==> src/rtl/rsp_s2_prep_dcest_ctrl.sv <==
// Stage-2 prep DC-estimation sequencer: streams the sample RAM into the DC
// estimator in chirp-major order, then captures the estimate after the pipeline latency.
module rsp_s2_prep_dcest_ctrl #(
    parameter int READ_RAM_WIDTH = 128,
    parameter int ADDR_WIDTH     = 12,
    parameter int RAM_RD_LAT     = 2,
    parameter int RESULT_LAT     = 14
) (
    input  logic                      clk,
    input  logic                      rst,
    input  logic                      i_start,
    input  logic                      i_abort,
    input  logic                      i_hold,
    input  logic [ADDR_WIDTH-1:0]     i_base_addr,
    input  logic [ADDR_WIDTH-1:0]     i_chirp_stride,
    input  logic [12:0]               DCEST_SMP_CNT,
    input  logic [9:0]                DCEST_CHP_CNT,
    input  logic [3:0]                DCEST_FRM_CNT,
    input  logic                      i_is_real,
    output logic                      ram_rd_en,
    output logic [ADDR_WIDTH-1:0]     ram_rd_addr,
    input  logic [READ_RAM_WIDTH-1:0] ram_rd_data,
    output logic [READ_RAM_WIDTH-1:0] est_x0_data,
    output logic                      est_x0_valid,
    output logic                      est_x0_last,
    input  logic [31:0]               est_y0,
    output logic [31:0]               o_dc_result,
    output logic                      o_busy,
    output logic                      o_done,
    output logic                      o_cfg_err,
    output logic [2:0]                dbg_state
);

    typedef enum logic [2:0] {
        IDLE     = 3'd0,
        CHECK    = 3'd1,
        READ     = 3'd2,
        DRAIN    = 3'd3,
        WAIT_RES = 3'd4,
        DONE     = 3'd5
    } state_t;

    localparam logic [5:0] RES_LAST = 6'(RESULT_LAT - 1);

    state_t                  state;
    logic [ADDR_WIDTH-1:0]   base_q;
    logic [ADDR_WIDTH-1:0]   stride_q;
    logic [12:0]             smp_q;
    logic [9:0]              chp_q;
    logic [3:0]              frm_q;
    logic                    real_q;
    logic [10:0]             word_max;
    logic [10:0]             word_cnt;
    logic [9:0]              chirp_cnt;
    logic [3:0]              frame_cnt;
    logic [ADDR_WIDTH-1:0]   chirp_base;
    logic [5:0]              wait_cnt;
    logic [RAM_RD_LAT-1:0]   dl_valid;
    logic [RAM_RD_LAT-1:0]   dl_last;

    logic [13:0] smp_p1;
    logic [11:0] wpc;
    logic        cfg_bad;
    logic        final_word;

    assign smp_p1     = {1'b0, smp_q} + 14'd1;
    assign wpc        = real_q ? 12'(smp_p1 >> 3) : 12'(smp_p1 >> 2);
    assign cfg_bad    = (real_q ? (smp_p1[2:0] != 3'd0) : (smp_p1[1:0] != 2'd0)) || (wpc == 12'd0);
    assign final_word = (word_cnt == word_max) && (chirp_cnt == chp_q) && (frame_cnt == frm_q);

    // Estimator stream has no backpressure: a beat is transferred on every
    // cycle est_x0_valid is high, and est_x0_last only ever rides on such a beat.
    assign ram_rd_en    = (state == READ) && !i_hold && !i_abort;
    assign ram_rd_addr  = chirp_base + ADDR_WIDTH'(word_cnt);
    assign est_x0_valid = dl_valid[RAM_RD_LAT-1];
    assign est_x0_last  = dl_last[RAM_RD_LAT-1];
    assign est_x0_data  = est_x0_valid ? ram_rd_data : '0;
    assign o_busy       = (state != IDLE);
    assign o_done       = (state == DONE);
    assign dbg_state    = state;

    always_ff @(posedge clk) begin
        if (rst) begin
            state       <= IDLE;
            base_q      <= '0;
            stride_q    <= '0;
            smp_q       <= '0;
            chp_q       <= '0;
            frm_q       <= '0;
            real_q      <= 1'b0;
            word_max    <= '0;
            word_cnt    <= '0;
            chirp_cnt   <= '0;
            frame_cnt   <= '0;
            chirp_base  <= '0;
            wait_cnt    <= '0;
            dl_valid    <= '0;
            dl_last     <= '0;
            o_dc_result <= '0;
            o_cfg_err   <= 1'b0;
        end else begin
            for (int i = RAM_RD_LAT - 1; i > 0; i--) begin
                dl_valid[i] <= dl_valid[i-1];
                dl_last[i]  <= dl_last[i-1];
            end
            dl_valid[0] <= ram_rd_en;
            dl_last[0]  <= ram_rd_en & final_word;

            if (i_abort && state != IDLE) begin
                state    <= IDLE;
                dl_valid <= '0;
                dl_last  <= '0;
            end else begin
                case (state)
                    IDLE: begin
                        if (i_start) begin
                            base_q     <= i_base_addr;
                            stride_q   <= i_chirp_stride;
                            smp_q      <= DCEST_SMP_CNT;
                            chp_q      <= DCEST_CHP_CNT;
                            frm_q      <= DCEST_FRM_CNT;
                            real_q     <= i_is_real;
                            chirp_base <= i_base_addr;
                            word_cnt   <= '0;
                            chirp_cnt  <= '0;
                            frame_cnt  <= '0;
                            o_cfg_err  <= 1'b0;
                            state      <= CHECK;
                        end
                    end
                    CHECK: begin
                        if (cfg_bad) begin
                            o_cfg_err <= 1'b1;
                            state     <= IDLE;
                        end else begin
                            word_max <= 11'(wpc - 12'd1);
                            state    <= READ;
                        end
                    end
                    READ: begin
                        if (!i_hold) begin
                            if (final_word) begin
                                state <= DRAIN;
                            end else if (word_cnt == word_max) begin
                                // chirp_base tracks base + global_chirp * stride incrementally
                                word_cnt   <= '0;
                                chirp_base <= chirp_base + stride_q;
                                if (chirp_cnt == chp_q) begin
                                    chirp_cnt <= '0;
                                    frame_cnt <= frame_cnt + 4'd1;
                                end else begin
                                    chirp_cnt <= chirp_cnt + 10'd1;
                                end
                            end else begin
                                word_cnt <= word_cnt + 11'd1;
                            end
                        end
                    end
                    DRAIN: begin
                        if (dl_last[RAM_RD_LAT-1]) begin
                            if (RESULT_LAT == 1) begin
                                o_dc_result <= est_y0;
                                state       <= DONE;
                            end else begin
                                wait_cnt <= 6'd1;
                                state    <= WAIT_RES;
                            end
                        end
                    end
                    WAIT_RES: begin
                        // wait_cnt = cycles elapsed since the last beat left the delay line
                        if (wait_cnt == RES_LAST) begin
                            o_dc_result <= est_y0;
                            state       <= DONE;
                        end else begin
                            wait_cnt <= wait_cnt + 6'd1;
                        end
                    end
                    DONE:    state <= IDLE;
                    default: state <= IDLE;
                endcase
            end
        end
    end

endmodule
==> config.mk <==
export PLATFORM = sky130hd
export DESIGN_NAME = rsp_s2_prep_dcest_ctrl
export DESIGN_NICKNAME = d
export VERILOG_FILES = /design/src/rtl/rsp_s2_prep_dcest_ctrl.sv
export SDC_FILE = /design/constraint.sdc
export NUM_CORES = 1
export LEC_CHECK = 0
export BUFFER_PORTS_ARGS = -buffer_cell sky130_fd_sc_hd__buf_4
export CAP_MARGIN = 5
export CELL_PAD_IN_SITES_DETAIL_PLACEMENT = 1
export CELL_PAD_IN_SITES_GLOBAL_PLACEMENT = 2
export CORE_MARGIN = 4
export CORE_UTILIZATION = 25
export DETAILED_ROUTE_END_ITERATION = 12
export PLACE_DENSITY_LB_ADDON = 0.05
export SKIP_LAST_GASP = 1
export SYNTH_ARGS = -nofsm -noshare
export SYNTH_HDL_FRONTEND = slang
export SYNTH_SLANG_ARGS = --single-unit
==> constraint.sdc <==
create_clock -name clk -period 3.3 [get_ports clk]
set_clock_uncertainty 0.15 [all_clocks]
set_input_delay 0.66 -clock clk [delete_from_list [all_inputs] [get_ports clk]]
set_output_delay 0.66 -clock clk [all_outputs]
set_load 0.02 [all_outputs]
# After elaboration in Yosys (flattened, before gate mapping)
# Cells that the tools add are included.
word_totals:
  register_bits: 134
  latchBits: 0
  mem_bits_rw: 0
  romBits: 0
  input_bits: 217
  memories: 0
op_classes:
  add_sub_neg: 8
  n_mul: 0
  n_div: 0
  n_lt_le_gt_ge: 0
  eq_ne: 19
  shift: 0
  n_mux: 38
  bitwise_logic: 3
  reduce_logical: 26
ops:
  columns: ["operator", "n"]
  rows:
  - ["128-bit 2-to-1 mux", 1]
  - ["12-bit 2-to-1 mux", 5]
  - ["10-bit 2-to-1 mux", 5]
  - ["11-bit 2-to-1 mux", 4]
  - ["12-bit one-hot mux with 2 select lines", 1]
  - ["11-bit one-hot mux with 2 select lines", 1]
  - ["4-bit 2-to-1 mux", 5]
  - ["10-bit one-hot mux with 2 select lines", 1]
  - ["2-bit inequality test (second input constant)", 9]
  - ["3-bit 2-to-1 mux", 5]
  - ["3-bit one-hot mux with 5 select lines", 1]
  - ["13-bit by 1-bit adder with 14-bit output (second input constant)", 1]
  - ["12-bit by 11-bit adder with 12-bit output", 1]
  - ["12-bit adder", 1]
  - ["12-bit logical NOT", 1]
  - ["6-bit 2-to-1 mux", 2]
  - ["6-bit one-hot mux with 2 select lines", 1]
  - ["11-bit by 1-bit adder with 11-bit output (second input constant)", 1]
  - ["11-bit equality test", 1]
  - ["11-bit by 1-bit subtractor with 11-bit output (second input constant)", 1]
  - ["10-bit by 1-bit adder with 10-bit output (second input constant)", 1]
  - ["10-bit equality test", 1]
  - ["5-bit AND reduction", 2]
  - ["3-bit AND reduction", 3]
  - ["other kinds (24)", 39]

# Depth between registers and ports, before layout
logic_depth:
  ltp_word: 6
  ltp_mapped: 13
  mapped_depth_nobuf: 10

# Worst setup path after synthesis
# Ideal clock, no wire load.
synth_timing:
  path_kind: "register to output"
  from: "register word_cnt[0]"
  to: "output port ram_rd_addr[10]"
  t_arrival_ps: 2555
  required_time_ps: 2490
  path_slack_ps: -65
  stages_incl_launch_ff: 11
  path_cell_list: "dfxtp_1 ha_1 inv_1 fa_1 nor2b_1 o21ai_0 nand2b_1 a21o_1 a21o_1 a31oi_1 o311ai_0"
synth_via:
  elab_chain_cells: 1
synth_lines:
  columns: ["item", "line", "rtl"]
  rows:
  - ["start: declaration", "53", "logic [10:0] word_cnt;"]
  - ["start signal: assignment", "155", "word_cnt <= word_cnt + 11'd1;"]
  - ["12-bit by 11-bit adder with 12-bit output", "74", "assign ram_rd_addr = chirp_base + ADDR_WIDTH'(word_cnt);"]
  - ["end: declaration", "21", "output logic [ADDR_WIDTH-1:0] ram_rd_addr,"]
# No other way between the ends.

# Worst setup path in the final report
layout_timing:
  from: "register chirp_base[0]"
  to: "output port ram_rd_addr[10]"
layout_via:
  elab_chain_cells: 1
layout_lines:
  columns: ["item", "line", "rtl"]
  rows:
  - ["start: declaration", "56", "logic [ADDR_WIDTH-1:0] chirp_base;"]
  - ["start signal: assignment", "123", "chirp_base <= i_base_addr;"]
  - ["start signal: assignment", "147", "chirp_base <= chirp_base + stride_q;"]
  - ["12-bit by 11-bit adder with 12-bit output", "74", null]
# No other way between the ends.

==> run summary <==
Status - finished, final reports clean
Reg area - 0.00269 mm^2
Routed WL - 36000 um
Hold depth - 1
Post-Syn Area - 0.00813 mm^2
Least-Margin Pin Slew - 0.673 ns
Max clock buf depth - 2
Pwr/cell area - 379 mW/mm^2
PortBufs - 397
Most numerous cell in the Yosys netlist - nand2_1
Total CTS buffers - 17
DR pass1 iterations - 4
Place WS - 0.221 ns
Syn avg cell area - 7.67 um^2
Critical path arrival - 2.46 ns
Max_slew headroom - 55.2%
Peak Freq - 306 MHz
Distinct cells, synth - 69
Area grow syn2layout - 50.7%
Max-cap violation count - 0
Critical Path RT - 2.49 ns
Crit path time final - 3.27 ns
Fin crit share - 99.0%
Largest net degree at the start of global routing - 75
Register area share after synthesis - 33.0%
Rows - 65
Die width - 188 um
Area occupied by multi-input gates - 0.00513 mm^2
Total negative slack - 0 ns
Core ar. - 0.0318 mm^2
Yosys warns - 0
Initial Utilization - 25.6%
Synth area leader - dfxtp_1
Post-synthesis instance total - 1059
Max-slew violations - 0
H-tree levels - 4
I/O Pins - 398
DP Cell Count - 1843
Top_reg_cell synth - dfxtp_1
WL/cell - 19.1 um
Via count - 8663
Die area - 0.0355 mm^2
Setup violators final - 0
Net Count, Synth - 1306
Fillers - 3871
Critical-path maximum fanout - 3
Most instantiated cells after synthesis - nand2_1, and2_1, dfxtp_1
Hold_buf cts - 0
Clock transition at path regs - 0.07 ns
Ys async rst share - 0%
Maximum VDD drop - 0.272 mV
Post-synth EDFFs - 0
Fin. Hold Viols - 0
Clock latency on the worst-skew pair - 0.42 ns
Post-DR vias/cell - 4.61
DRC - 0
Min-Delay Path Class - flip-flop to flip-flop
Cell Area, Placed - 0.0115 mm^2
Yosys reg bits - 134
DRT antenna net count - 0
Design area - 0.0122 mm^2
Initial antenna violation count - 4
RSZ-0062 raised after global routing - true
Static leakage - 5.49 nW
Clk sinks - 134
GR Overflow Total - 0
Vias in the first global route - 8643
GRT Resource Usage Total - 19.3%
CTS tree - done
Setup Crit Path Kind - flip-flop to output pin
Design Power - 4.64 mW
Fin nets - 1679
First-pass GRT wire length - 54000 um
Min setup slack post-route - 0.0335 ns
Layout cells sized above 1 - 34.5%
Final Non-Filler Cells - 1881
Worst hold slack - 0.283 ns
Die Ht - 188 um
Type of destination of the critical path - output pin
DP HPWL - 29000 um
R2R cell count - 10
Initial drt markers - 397
Routability Congestion - 0.945
Synth top area cells - dfxtp_1, and2_1, nand2_1, a21oi_1, ha_1
Synth top area share - 33.0%
CP startpoint kind - flip-flop
Final Core Density - 38.5%
CTS root buf - clkbuf_16
==> cells by family (layout without fill, tap and decap cells) <==
logic type	Yosys count	count (layout)	synth area share, %
AOI/OAI and AO/OA	214	214	17.4
adders and majority gates	30	30	4.80
xor gates and xnor gates	71	71	7.65
and+or+nand+nor	509	509	31.0
muxes	11	11	1.39
other	0	1	0
buffers and inverters	90	476	4.76
DFF	134	134	33.0
==> what timing repair did <==
item / 4_1_cts / 5_1_grt
setup buffers: 5 / 1
resized for setup: 13 / 3
cloned: 0 / 0
pin swaps: 9 / 4
endpoints found under the setup margin: 5 / 6
==> area by class of cell <==
cell class | instances | area share, %
Timing Repair Buffer | 424 | 26.2
Antenna cell | 1 | 0.0204
Sequential cell | 134 | 22.0
Tap cell | 435 | 4.44
Clock buffer | 17 | 3.47
Clock inverter | 15 | 1.45
Multi-Input combinational cell | 835 | 41.9
Inverter | 20 | 0.613
==> layout by cell type (no fill, tap or decap), drive strengths merged, types with 3 or more instances in the layout <==
cell / count
a2111oi: 3
a211oi: 20
a21o: 8
a21oi: 104
a311oi: 8
a31oi: 6
and2: 138
and3: 10
buf: 424
clkbuf: 17
clkinv: 4
dfxtp: 134
ha: 28
inv: 30
mux2i: 9
nand2: 184
nand2b: 4
nand3: 22
nand4: 18
nor2: 77
nor2b: 9
nor3: 21
nor4: 7
o2111ai: 5
o211ai: 7
o21a: 6
o21ai: 23
o31ai: 4
or2: 4
or3: 10
xnor2: 33
xor2: 38
==> critical path: stages, from the launching register on <==
cell      delay, ns
dfxtp_2        0.35
ha_4           0.14
inv_2          0.03
fa_2           0.33
nor2b_1        0.11
o21ai_1        0.06
nand2b_1       0.11
a21o_1         0.12
a21o_1         0.20
a31oi_4        0.11
o311ai_2       0.27
buf_4          0.19
==> layer usage <==
metal	up-vias	wire length (um)	GRT usage (%)
met1	4035	16300	26.0
met2	243	16900	31.8
li1	4357	-	-
met4	2	487	3.78
met3	26	2300	4.65
met5	-	9	0
==> worst paths after layout <==
path | from | end | slack, ns
min | dl_last[0] | dl_last[1] | 0.28
max | chirp_base[0] | ram_rd_addr[10] | 0.03
max reg2reg | smp_q[2] | word_max[5] | 0.40
min reg2reg | dl_last[0] | dl_last[1] | 0.28
==> power breakdown <==
group / switching, mW / internal (mW)
clock network: 0.892 / 1.09
logic: 0.477 / 0.429
registers: 0.0756 / 1.68
==> state kept, by name, summed over array words and instances, names as in the netlist, 10 cells and up <==
name,cells
word_max,11
chp_q,10
chirp_base,12
chirp_cnt,10
smp_q,13
stride_q,12
word_cnt,11
o_dc_result,32
Note: power is estimated with default switching activity, not from simulation.
